**src/rtl/parking_pkg.sv**
```systemverilog
// Shared types and default sizing for the parking gate controller.
package parking_pkg;

   typedef enum logic {
      CLOSED = 1'b0,
      OPEN   = 1'b1
   } gate_state_t;

   localparam int unsigned CAPACITY_DEF     = 32;
   localparam int unsigned OPEN_TIMEOUT_DEF = 20;
   localparam int unsigned OCC_W            = 6;

endpackage

```
**src/rtl/parking_gate_ctrl_if.sv**
```systemverilog
// Barrier control bundle: request/sensor inputs and gate/occupancy status outputs.
interface parking_gate_ctrl_if;
   import parking_pkg::*;

   logic             entry_grant;
   logic             entry_sensor;
   logic             exit_request;
   logic             exit_sensor;
   logic             alarm_clr;
   logic             gate_in_open;
   logic             gate_out_open;
   logic [OCC_W-1:0] occupancy;
   logic             full;
   logic             empty;
   logic             denied;
   logic             alarm;

   modport master (
      output entry_grant, entry_sensor, exit_request, exit_sensor, alarm_clr,
      input  gate_in_open, gate_out_open, occupancy, full, empty, denied, alarm
   );

   modport slave (
      input  entry_grant, entry_sensor, exit_request, exit_sensor, alarm_clr,
      output gate_in_open, gate_out_open, occupancy, full, empty, denied, alarm
   );

endinterface

```
**src/rtl/gate_channel.sv**
```systemverilog
// One barrier: CLOSED/OPEN state plus an open-time timer that auto-closes the gate.
module gate_channel
   import parking_pkg::*;
#(
   parameter int unsigned TIMEOUT = OPEN_TIMEOUT_DEF
) (
   input  logic clk,
   input  logic rst,
   input  logic open_req,
   input  logic sensor,
   output logic open,
   output logic crossed,
   output logic timed_out,
   output logic tailgate
);

   localparam int unsigned TW = (TIMEOUT > 2) ? $clog2(TIMEOUT) : 1;

   gate_state_t   state_q, state_d;
   logic [TW-1:0] timer_q, timer_d;
   logic          at_limit;

   assign open = (state_q == OPEN);

   // A crossing takes precedence over an expiring timer in the same cycle.
   always_comb begin
      state_d   = state_q;
      timer_d   = timer_q;
      crossed   = 1'b0;
      timed_out = 1'b0;
      tailgate  = 1'b0;
      at_limit  = (timer_q == TW'(TIMEOUT - 1));
      case (state_q)
         CLOSED: begin
            tailgate = sensor;
            if (open_req) begin
               state_d = OPEN;
               timer_d = '0;
            end
         end
         OPEN: begin
            if (sensor) begin
               crossed = 1'b1;
               state_d = CLOSED;
            end else if (at_limit) begin
               timed_out = 1'b1;
               state_d   = CLOSED;
            end else begin
               timer_d = timer_q + TW'(1);
            end
         end
         default: state_d = CLOSED;
      endcase
   end

   always_ff @(posedge clk) begin
      if (rst) begin
         state_q <= CLOSED;
         timer_q <= '0;
      end else begin
         state_q <= state_d;
         timer_q <= timer_d;
      end
   end

endmodule

```
**src/rtl/parking_gate_ctrl.sv**
```systemverilog
// Parking lot controller: entry/exit barriers, saturating occupancy count, deny pulse, sticky alarm.
module parking_gate_ctrl
   import parking_pkg::*;
#(
   parameter int unsigned CAPACITY     = CAPACITY_DEF,
   parameter int unsigned OPEN_TIMEOUT = OPEN_TIMEOUT_DEF
) (
   input  logic                clk,
   input  logic                rst,
   parking_gate_ctrl_if.slave  bus
);

   logic             grant_q, grant_d;
   logic [OCC_W-1:0] occ_q, occ_d;
   logic             denied_q, denied_d;
   logic             alarm_q, alarm_d;
   logic             alarm_set;

   logic full, empty, grant_rise;
   logic in_open, in_crossed, in_timed_out, in_tailgate;
   logic out_open, out_crossed, out_timed_out, out_tailgate;
   logic unused_timeouts;

   assign full       = (occ_q == OCC_W'(CAPACITY));
   assign empty      = (occ_q == '0);
   assign grant_rise = bus.entry_grant & ~grant_q;

   gate_channel #(.TIMEOUT(OPEN_TIMEOUT)) u_entry (
      .clk       (clk),
      .rst       (rst),
      .open_req  (grant_rise & ~full),
      .sensor    (bus.entry_sensor),
      .open      (in_open),
      .crossed   (in_crossed),
      .timed_out (in_timed_out),
      .tailgate  (in_tailgate)
   );

   gate_channel #(.TIMEOUT(OPEN_TIMEOUT)) u_exit (
      .clk       (clk),
      .rst       (rst),
      .open_req  (bus.exit_request & ~empty),
      .sensor    (bus.exit_sensor),
      .open      (out_open),
      .crossed   (out_crossed),
      .timed_out (out_timed_out),
      .tailgate  (out_tailgate)
   );

   // Timeouts close the gate silently; nothing at this level reacts to them.
   assign unused_timeouts = in_timed_out | out_timed_out;

   // Simultaneous in/out crossings cancel; a lone crossing past a bound raises alarm instead.
   always_comb begin
      grant_d   = bus.entry_grant;
      denied_d  = grant_rise & full;
      occ_d     = occ_q;
      alarm_set = in_tailgate | out_tailgate;
      if (in_crossed && !out_crossed) begin
         if (full) alarm_set = 1'b1;
         else      occ_d     = occ_q + OCC_W'(1);
      end else if (out_crossed && !in_crossed) begin
         if (empty) alarm_set = 1'b1;
         else       occ_d     = occ_q - OCC_W'(1);
      end
      alarm_d = (alarm_q & ~bus.alarm_clr) | alarm_set;
   end

   always_ff @(posedge clk) begin
      if (rst) begin
         grant_q  <= 1'b0;
         occ_q    <= '0;
         denied_q <= 1'b0;
         alarm_q  <= 1'b0;
      end else begin
         grant_q  <= grant_d;
         occ_q    <= occ_d;
         denied_q <= denied_d;
         alarm_q  <= alarm_d;
      end
   end

   assign bus.gate_in_open  = in_open;
   assign bus.gate_out_open = out_open;
   assign bus.occupancy     = occ_q;
   assign bus.full          = full;
   assign bus.empty         = empty;
   assign bus.denied        = denied_q;
   assign bus.alarm         = alarm_q;

endmodule

```
**src/flat_wrapper.sv**
```systemverilog
// flat-port wrapper written by rule: the top's interface ports become plain ports
module parking_gate_ctrl_flat import parking_pkg::*;
#(
   parameter int unsigned CAPACITY     = CAPACITY_DEF,
   parameter int unsigned OPEN_TIMEOUT = OPEN_TIMEOUT_DEF
)
  (clk, rst, bus_entry_grant, bus_entry_sensor, bus_exit_request, bus_exit_sensor, bus_alarm_clr, bus_gate_in_open, bus_gate_out_open, bus_occupancy, bus_full, bus_empty, bus_denied, bus_alarm);
  parking_gate_ctrl_if bus_i ();
  input  logic clk;
  input  logic rst;
  input wire logic [$bits(bus_i.entry_grant)-1:0] bus_entry_grant;
  input wire logic [$bits(bus_i.entry_sensor)-1:0] bus_entry_sensor;
  input wire logic [$bits(bus_i.exit_request)-1:0] bus_exit_request;
  input wire logic [$bits(bus_i.exit_sensor)-1:0] bus_exit_sensor;
  input wire logic [$bits(bus_i.alarm_clr)-1:0] bus_alarm_clr;
  output wire logic [$bits(bus_i.gate_in_open)-1:0] bus_gate_in_open;
  output wire logic [$bits(bus_i.gate_out_open)-1:0] bus_gate_out_open;
  output wire logic [$bits(bus_i.occupancy)-1:0] bus_occupancy;
  output wire logic [$bits(bus_i.full)-1:0] bus_full;
  output wire logic [$bits(bus_i.empty)-1:0] bus_empty;
  output wire logic [$bits(bus_i.denied)-1:0] bus_denied;
  output wire logic [$bits(bus_i.alarm)-1:0] bus_alarm;
  assign bus_i.entry_grant = bus_entry_grant;
  assign bus_i.entry_sensor = bus_entry_sensor;
  assign bus_i.exit_request = bus_exit_request;
  assign bus_i.exit_sensor = bus_exit_sensor;
  assign bus_i.alarm_clr = bus_alarm_clr;
  assign bus_gate_in_open = bus_i.gate_in_open;
  assign bus_gate_out_open = bus_i.gate_out_open;
  assign bus_occupancy = bus_i.occupancy;
  assign bus_full = bus_i.full;
  assign bus_empty = bus_i.empty;
  assign bus_denied = bus_i.denied;
  assign bus_alarm = bus_i.alarm;
  parking_gate_ctrl #(.CAPACITY(CAPACITY), .OPEN_TIMEOUT(OPEN_TIMEOUT)) u_core (.clk(clk), .rst(rst), .bus(bus_i));
endmodule
```
**config.mk**
```make
export PLATFORM = sky130hd
export DESIGN_NAME = parking_gate_ctrl_flat
export DESIGN_NICKNAME = d
export VERILOG_FILES = /design/src/rtl/parking_pkg.sv /design/src/rtl/parking_gate_ctrl_if.sv /design/src/rtl/gate_channel.sv /design/src/rtl/parking_gate_ctrl.sv /design/src/flat_wrapper.sv
export SDC_FILE = /design/constraint.sdc
export NUM_CORES = 1
export LEC_CHECK = 0
export ABC_AREA = 1
export BUFFER_PORTS_ARGS = -buffer_cell sky130_fd_sc_hd__buf_2
export CORE_UTILIZATION = 25
export DETAILED_ROUTE_END_ITERATION = 6
export PLACE_DENSITY = 0.51
export SKIP_CTS_REPAIR_TIMING = 1
export SLEW_MARGIN = 5
export SYNTH_ARGS = -nofsm -noshare
export SYNTH_HDL_FRONTEND = slang
export SYNTH_HIERARCHICAL = 1
export SYNTH_SLANG_ARGS = --single-unit
```
**constraint.sdc**
```tcl
create_clock -name clk -period 1.9 [get_ports clk]
set_input_delay 0.285 -clock clk [delete_from_list [all_inputs] [get_ports clk]]
set_output_delay 0.285 -clock clk [all_outputs]
set_load 0.05 [all_outputs]
```
Word level (Yosys, flattened, before mapping)
Cells that the tools add are included.
{ "totals": {"wordCells": 75, "reg_bits": 21} }
{ "classes": {"mux": 30, "bitwise": 13, "add_sub_neg": 4, "eq_ne": 11, "n_reduce_logical": 9} }
{ "op_table": {"columns": ["operator", "n"], "rows": [
  ["2-to-1 mux 5 bit", 6],
  ["2-to-1 mux 6 bit", 4],
  ["case mux 5 bit (2 select lines)", 2],
  ["2-to-1 mux 1 bit", 16],
  ["inequality test 2 bit (second input constant)", 8],
  ["adder 5 x 1 -> 5 bit (second input constant)", 2],
  ["== test 5 bit (second input constant)", 2],
  ["AND reduction 3 bit", 3],
  ["adder 6 x 1 -> 6 bit (second input constant)", 1],
  ["== test 6 bit (second input constant)", 1],
  ["logical NOT 6 bit", 1],
  ["inverter 1 bit", 6],
  ["subtractor 6 x 1 -> 6 bit (second input constant)", 1],
  ["AND 1 bit", 5],
  ["case mux 1 bit (2 select lines)", 2],
  ["logical AND 1 bit", 2],
  ["logical NOT 1 bit", 2],
  ["bitwise OR 1 bit", 2],
  ["nonzero test 2 bit", 1]
]} }

Depth between registers and ports, before layout
Gate-level depths: netlist of run 1.
{ "logic_depth": {"depth_word": 7, "depth_mapped": 14} }

Cells and area by module
The synthesis of run 1 kept the hierarchy.
{ "by_module_without_submodules": {"columns": ["mod", "area_each_um2", "n_inst", "cells_each", "seq_area_each_um2"], "rows": [
  ["gate_channel", 351.6, 2, 53, 120.1],
  ["parking_gate_ctrl", 688.2, 1, 96, 180.2]
]} }

Worst setup path before layout of run 1
Ideal clock, no wire load.
{ "synth_path": {"path_kind": "flip-flop to flip-flop", "startpoint": "reg u_core.u_entry.state_q (netlist: u_core/u_entry/open)", "endpoint": "reg u_core.occ_q[5] (netlist: u_core/bus.occupancy[5])", "stages_incl_launch_ff": 13, "required_ps": 1789, "slack_ps": -152, "path_buffers": 0, "period_less_slack_ps": 2052, "arrival_ps": 1940, "path_cell_list": "dfxtp_1 -> nand2_1 -> inv_1 -> ha_1 -> inv_1 -> ha_1 -> inv_1 -> nand2_1 -> nand3_1 -> nand3_1 -> nand2_1 -> nor2_1 -> nor2_1"} }
{ "synth_between": {"elab_chain_cells": 5, "elab_cells_between_ends": 9} }
{ "synth_lines": {"columns": ["item", "line_no", "text"], "rows": [
  ["start: declaration", "gate_channel.sv:19", "gate_state_t state_q, state_d;"],
  ["start signal: assignment", "gate_channel.sv:61", "state_q <= state_d;"],
  ["2-to-1 mux 1 bit *", "gate_channel.sv:33", "case (state_q)"],
  ["net u_core.in_crossed", "parking_gate_ctrl.sv:20", "logic in_open, in_crossed, in_timed_out, in_tailgate;"],
  ["logical NOT 1 bit", "parking_gate_ctrl.sv:62", "end else if (out_crossed && !in_crossed) begin"],
  ["logical AND 1 bit", "parking_gate_ctrl.sv:62", null],
  ["nonzero test 2 bit (no line)", null, null],
  ["AND reduction 3 bit (no line)", null, null],
  ["end signal: assignment", "parking_gate_ctrl.sv:72", "occ_q <= '0;"],
  ["end signal: assignment", "parking_gate_ctrl.sv:77", "occ_q <= occ_d;"],
  ["end: declaration", "parking_gate_ctrl.sv:14", "logic [OCC_W-1:0] occ_q, occ_d;"]
]} }
The timed path passes the listed nets; every way through them passes the cells marked *.
A chain may end at the register's enable or synchronous reset.

Final worst setup path of run 1
{ "layout_path": {"startpoint": "reg u_core.occ_q[1] (netlist: u_core/bus.occupancy[1])", "endpoint": "out bus_full"} }
{ "layout_between": {"elab_chain_cells": 1} }
{ "layout_lines": {"columns": ["item", "line_no", "text"], "rows": [
  ["== test 6 bit", "parking_gate_ctrl.sv:24", "assign full = (occ_q == OCC_W'(CAPACITY));"],
  ["end: declaration", "flat_wrapper.sv:19", "output wire logic [$bits(bus_i.full)-1:0] bus_full;"]
]} }
No other way between the ends.

==> metrics.md, run 1 <==
| Metric | Value |
|---|---|
| Status | finished, final reports clean |
| Startpoint Class | flip-flop |
| Commonest non-fill, non-tap cell in the layout | nand2_1 |
| Worst-Margin Slew | 0.291 ns |
| Int Pwr | 0.000759 W |
| # setup viols final | 0 |
| Reg2reg setup slack | 0.21 ns |
| Die Y | 76.4 um |
| Multi-input logic area | 837 um^2 |
| Gpl congestion | 0.784 |
| Crit end category | output pin |
| Crit path top cell by count | nor2_2 |
| Iteration-0 DRC Markers | between 50 and 60 |
| Std cell rows | 26 |
| Maximum clock path buffer count | 2 |
| Clock Power Share | 23.6% |
| RSZ-0062 raised after global routing | false |
| Hold WC Path Type | input pin to flip-flop |
| IO buf count | 18 |
| Crit-path slowest cell | dfxtp_1 |
| Comb power frac | 37.8% |
| Vias in the first global route | between 1000 and 1500 |
| Post-Route WL | between 2 and 3 mm |
| Critical Path RT | 1.62 ns |
| Crit-path max FO | 7 |
| CP max stage delay | about 0.4 ns |
| CTS tree | built |
| Initial antenna violation count | 0 |
| CP bufs+invs | 1 |
| CTS Buf Count | 3 |
| DRC | 0 |
| Syn Std Cell Area | 0.00138 mm^2 |
| First-pass GRT wire length | 4.87 mm |
| Nets | roughly 240 |
| Max rail drop VDD | 261 uV |
| Final global-route overflow total | 0 |
| Tot Pwr | 0.00128 W |
| Sequential Area | 423 um^2 |
| Core Region | ~0.0052 mm^2 |
| Slew Limit Fails | 0 |
| Clock transition at path regs | 0.08 ns |
| DIE AREA | 0.00584 mm^2 |
| Clk_lat worst skew | about 0.26 ns |
| Die W | 76.4 um |
| CTS Sinks | 21 |
| Hold path start | bus_entry_grant |
| Post-DR wirelength/cell | 9.64 um |
| Worst Clk Skew | approximately 0.0051 ns |
| Largest net degree at the start of global routing | 16 |
| ANT nets after route | 0 |
| Io pins | 19 |
| PD cells | 785 mW/mm^2 |
| Vias per cell | 4.23 |
| Via count | 1235 |
| Syn nets | about 220 |
| Time the worst path needs with I/O delays and setup | 1.73 ns |
| Most frequent cells in the layout | nand2_1, inv_1, nand3_1, dfxtp_1 |
| Pleak | a little under 0.8 nW |
| Reg power frac | approximately two fifths |
| Yosys warning count | 6 |
| DR pass1 iterations | 4 |
| CP arrival | 1.44 ns |
| Post-Synthesis Cells | 200 |
| Launching point of the worst reg2reg path | u_core/u_entry/open |
| Final Hold Fails | 0 |
| Gr usage total | 10.0% |
| Sw Pwr | 0.000521 W |
| Max_slew headroom | 80.6% |
| Area growth syn-to-layout | 17.8% |
| Max-Cap Viols | 0 |
| Avg Cell Area, Syn | 6.92 um^2 |
| # fillers | between 500 and 600 |
| Cells along the critical path | nor2_2, nand3_4, nor2_2, buf_2 |
| Fmax | 580 MHz |
| Diode count | 0 |
| Sw frac | 40.7% |
| Cell family with most CP delay | simple AND/OR/NAND/NOR gates |
| Final worst path period share | around 90% |
| Setup_tns | 0 ns |
| Critical path type | flip-flop to output pin |
| DP Wirelength | approximately 2.1 mm |
| Clk root buf | clkbuf_8 |
| Initial core utilization | between 20% and 30% |
| H-tree Lvls | 1 |
| Worst Setup SP | u_core/bus.occupancy[1] |
| Share of post-route cells with drive strength above 1 | 22.5% |
tightest hold or removal path, cell delays in order:
cell    delay, ns
buf_2        0.08
inv_1        0.04
nor2_1       0.07
metal layers:
| metal | track usage [%] | wire, um |
|---|---|---|
| met5 | 0 | 0 |
| met2 | 15.6 | 1260 |
| met3 | 1.56 | 81 |
| met1 | 13.8 | 1450 |
| met4 | 4.04 | 23 |
worst paths after layout:
kind	to	cells after the start
min	u_core/grant_q	3
max reg2reg	u_core/bus.occupancy[5]	10
min reg2reg	u_core/bus.denied	2
max	bus_full	4
sequential cells by signal (all words and copies together), names as in the netlist:
name and flops:
u_core/bus.occupancy 6, u_core/u_exit/timer_q 5, u_core/bus.denied 1, u_core/u_entry/timer_q 5, u_core/u_exit/open 1, u_core/grant_q 1, u_core/bus.alarm 1, u_core/u_entry/open 1
per-stage QoR:
step	setup slack (ns)	utilization, %	std cells	area (um^2)	hold slack (ns)
2_1_floorplan	0.00179	-	200	1390	0.347
3_3_place_gp	0.130	29.9	288	1560	0.496
3_5_place_dp	0.108	29.9	288	1560	0.501
4_1_cts	0.137	30.8	292	1610	0.237
5_1_grt	0.0182	31.3	292	1630	0.234
6_report	0.174	31.3	292	1630	0.238
power by group through the flow:
| stage | clock network (W) | registers, W | logic (W) |
|---|---|---|---|
| 2_1_floorplan | 0 | 0.000570 | 0.000305 |
| 3_3_place_gp | 0 | 0.000503 | 0.000477 |
| 3_5_place_dp | 0 | 0.000502 | 0.000478 |
| 4_1_cts | 0.000319 | 0.000492 | 0.000479 |
| 5_1_grt | 0.000334 | 0.000498 | 0.000540 |
| 6_report | 0.000303 | 0.000493 | 0.000484 |
layout make-up:
cell class	instances	area share, %
timing repair buffer	20	6.45
sequential	21	25.9
clock buffer	3	2.53
clock inverter	1	0.460
inverter	34	7.90
multi-input combinational	143	51.3
tap	70	5.37
Note: power is estimated with default switching activity, not from simulation.
==> run 2: changes to the inputs <==
Settings changed: CORE_UTILIZATION 25 to 35, PLACE_DENSITY 0.51 to 0.63.
==> metrics.md, run 2 (synthesized netlist as in run 1, its figures left out) <==
| Metric | Value |
|---|---|
| Vias per cell | 4.62 |
| Worst Reg-to-Reg Cells | 10 |
| Max-Cap Viols | 0 |
| DIE AREA | 0.00421 mm^2 |
| Via count | 1244 |
| Clk_lat worst skew | 0.26 ns |
| Final worst path period share | 91.9% |
| Vias in the first global route | around 1000 |
| R2R Path End | u_core/bus.occupancy[4] |
| Share of post-route cells with drive strength above 1 | between 20% and 30% |
| Std cell rows | 22 |
| DRC | 0 |
| Initial antenna violation count | 0 |
| Crit end category | flip-flop |
| Worst Setup SP | u_core/u_exit/open |
| Cell family with most CP delay | adder cells |
| ANT nets after route | 0 |
| Crit-path slowest cell | dfxtp_2 |
| Clk root buf | clkbuf_8 |
| Area growth syn-to-layout | 14.1% |
| Time the worst path needs with I/O delays and setup | 1.75 ns |
| DP Wirelength | 2.05 mm |
| Commonest non-fill, non-tap cell in the layout | nand2_1 |
| Fmax | 573 MHz |
| Post-DR wirelength/cell | 9.99 um |
| CP arrival | 1.90 ns |
| Core Region | roughly 0.0037 mm^2 |
| Critical Path RT | 2.05 ns |
| Final global-route overflow total | 0 |
| Worst Setup EP | u_core/bus.occupancy[4] |
| DR pass1 iterations | 4 |
| Crit-path max FO | 5 |
| Gpl congestion | about 0.75 |
| Tot Pwr | 0.00126 W |
| Reg2reg setup slack | 0.15 ns |
| CP max stage delay | between 0.3 and 0.4 ns |
| Multi-input logic area | 825 um^2 |
| # setup viols final | 0 |
| Max rail drop VDD | approximately 370 uV |
| Nets | 238 |
| Gr usage total | 13.5% |
| IO buf count | 18 |
| Hold WC Path Type | input pin to flip-flop |
| Diode count | 0 |
| Worst Clk Skew | 0.00871 ns |
| Status | finished, final reports clean |
| Launching point of the worst reg2reg path | u_core/u_exit/open |
| PD cells | roughly 800 mW/mm^2 |
| CP bufs+invs | 3 |
| Worst-Margin Slew | 0.268 ns |
| WP depth | 10 |
| Startpoint Class | flip-flop |
| H-tree Lvls | 1 |
| Placed insts | about 270 |
| Fin area | 0.00158 mm^2 |
| Cells along the critical path | nand2_1, inv_1, inv_1, ha_1, inv_2, ha_1, a21oi_1, nand3b_1, a21oi_1, nor2_1 |
| Largest net degree at the start of global routing | 16 |
| Maximum clock path buffer count | 2 |
| Placed inst area | 0.00152 mm^2 |
| Max_slew headroom | 82.0% |
| Initial core utilization | 37.2% |
| Post-Route WL | 2.69 mm |
| Critical path type | flip-flop to flip-flop |
| CTS tree | built |
| Slew Limit Fails | 0 |
| Die Y | 64.9 um |
| # fillers | 415 |
| CTS Buf Count | 3 |
| Setup_tns | 0 ns |
| Clock transition at path regs | 0.08 ns |
| Pleak | around 0.78 nW |
| Io pins | 19 |
| WHS | 0.255 ns |
| Die W | 64.9 um |
| Layout Cells excl Fill | 269 |
| Most frequent cells in the layout | nand2_1, inv_1, nand3_1, dfxtp_1 |
| Sequential Area | 423 um^2 |
| CTS Sinks | 21 |
| Iteration-0 DRC Markers | 70 |
| RSZ-0062 raised after global routing | false |
| First-pass GRT wire length | around 4.5 mm |
| Final Hold Fails | 0 |
| Max FFs per register | 6 |
[run 2: cell types whose count changed in the layout (fill, tap and decap cells not counted), sizes merged]
| cell | delta |
|---|---|
| clkbuf | +1 |
| clkinvlp | -1 |
| buf | -1 |
[run 2: metal layers]
layer / vias to the layer above / global-route usage (%) / part of all wire, %
met3: 2 / 2.11 / 3.8
met5: - / 0 / 0
li1: 669 / - / -
met1: 553 / 18.3 / 51
met2: 20 / 21.7 / 45
met4: 0 / 4.17 / 0.60
[run 2: power by group]
group / internal (W) / switching (W)
sequential: 0.000465 / 0.0000300
clock: 0.000149 / 0.000145
combinational: 0.000138 / 0.000333
[run 2: tightest hold or removal path, cell delays in order]
cell	delay, ns
buf_2	0.07
inv_1	0.04
nor2_1	0.08
[run 2: area by class of cell]
class	instances	share of cell area [%]
clock buffers	4	2.85
inverters	34	8.16
multi-input cells	143	52.2
flip-flops and latches	21	26.8
well taps	48	3.80
repair buffers	19	6.18
[run 2: stage by stage]
stage	setup WS, ns	util (%)
final	0.154	42.5
after global routing	0.0107	42.5
after floorplan	0.00179	-
after CTS	0.123	42.2
after global placement	0.143	40.9
after detailed placement	0.106	40.9
[run 2: worst min path at each step]
stage	cells after the start	to	slack, ns	startpoint
floorplan	1	u_core/u_entry/open	0.35	rst
global placement	2	u_core/bus.denied	0.49	u_core/grant_q
detailed placement	2	u_core/bus.denied	0.49	u_core/grant_q
CTS	3	u_core/grant_q	0.25	bus_entry_grant
global route	3	u_core/grant_q	0.26	bus_entry_grant
finish	3	u_core/grant_q	0.25	bus_entry_grant
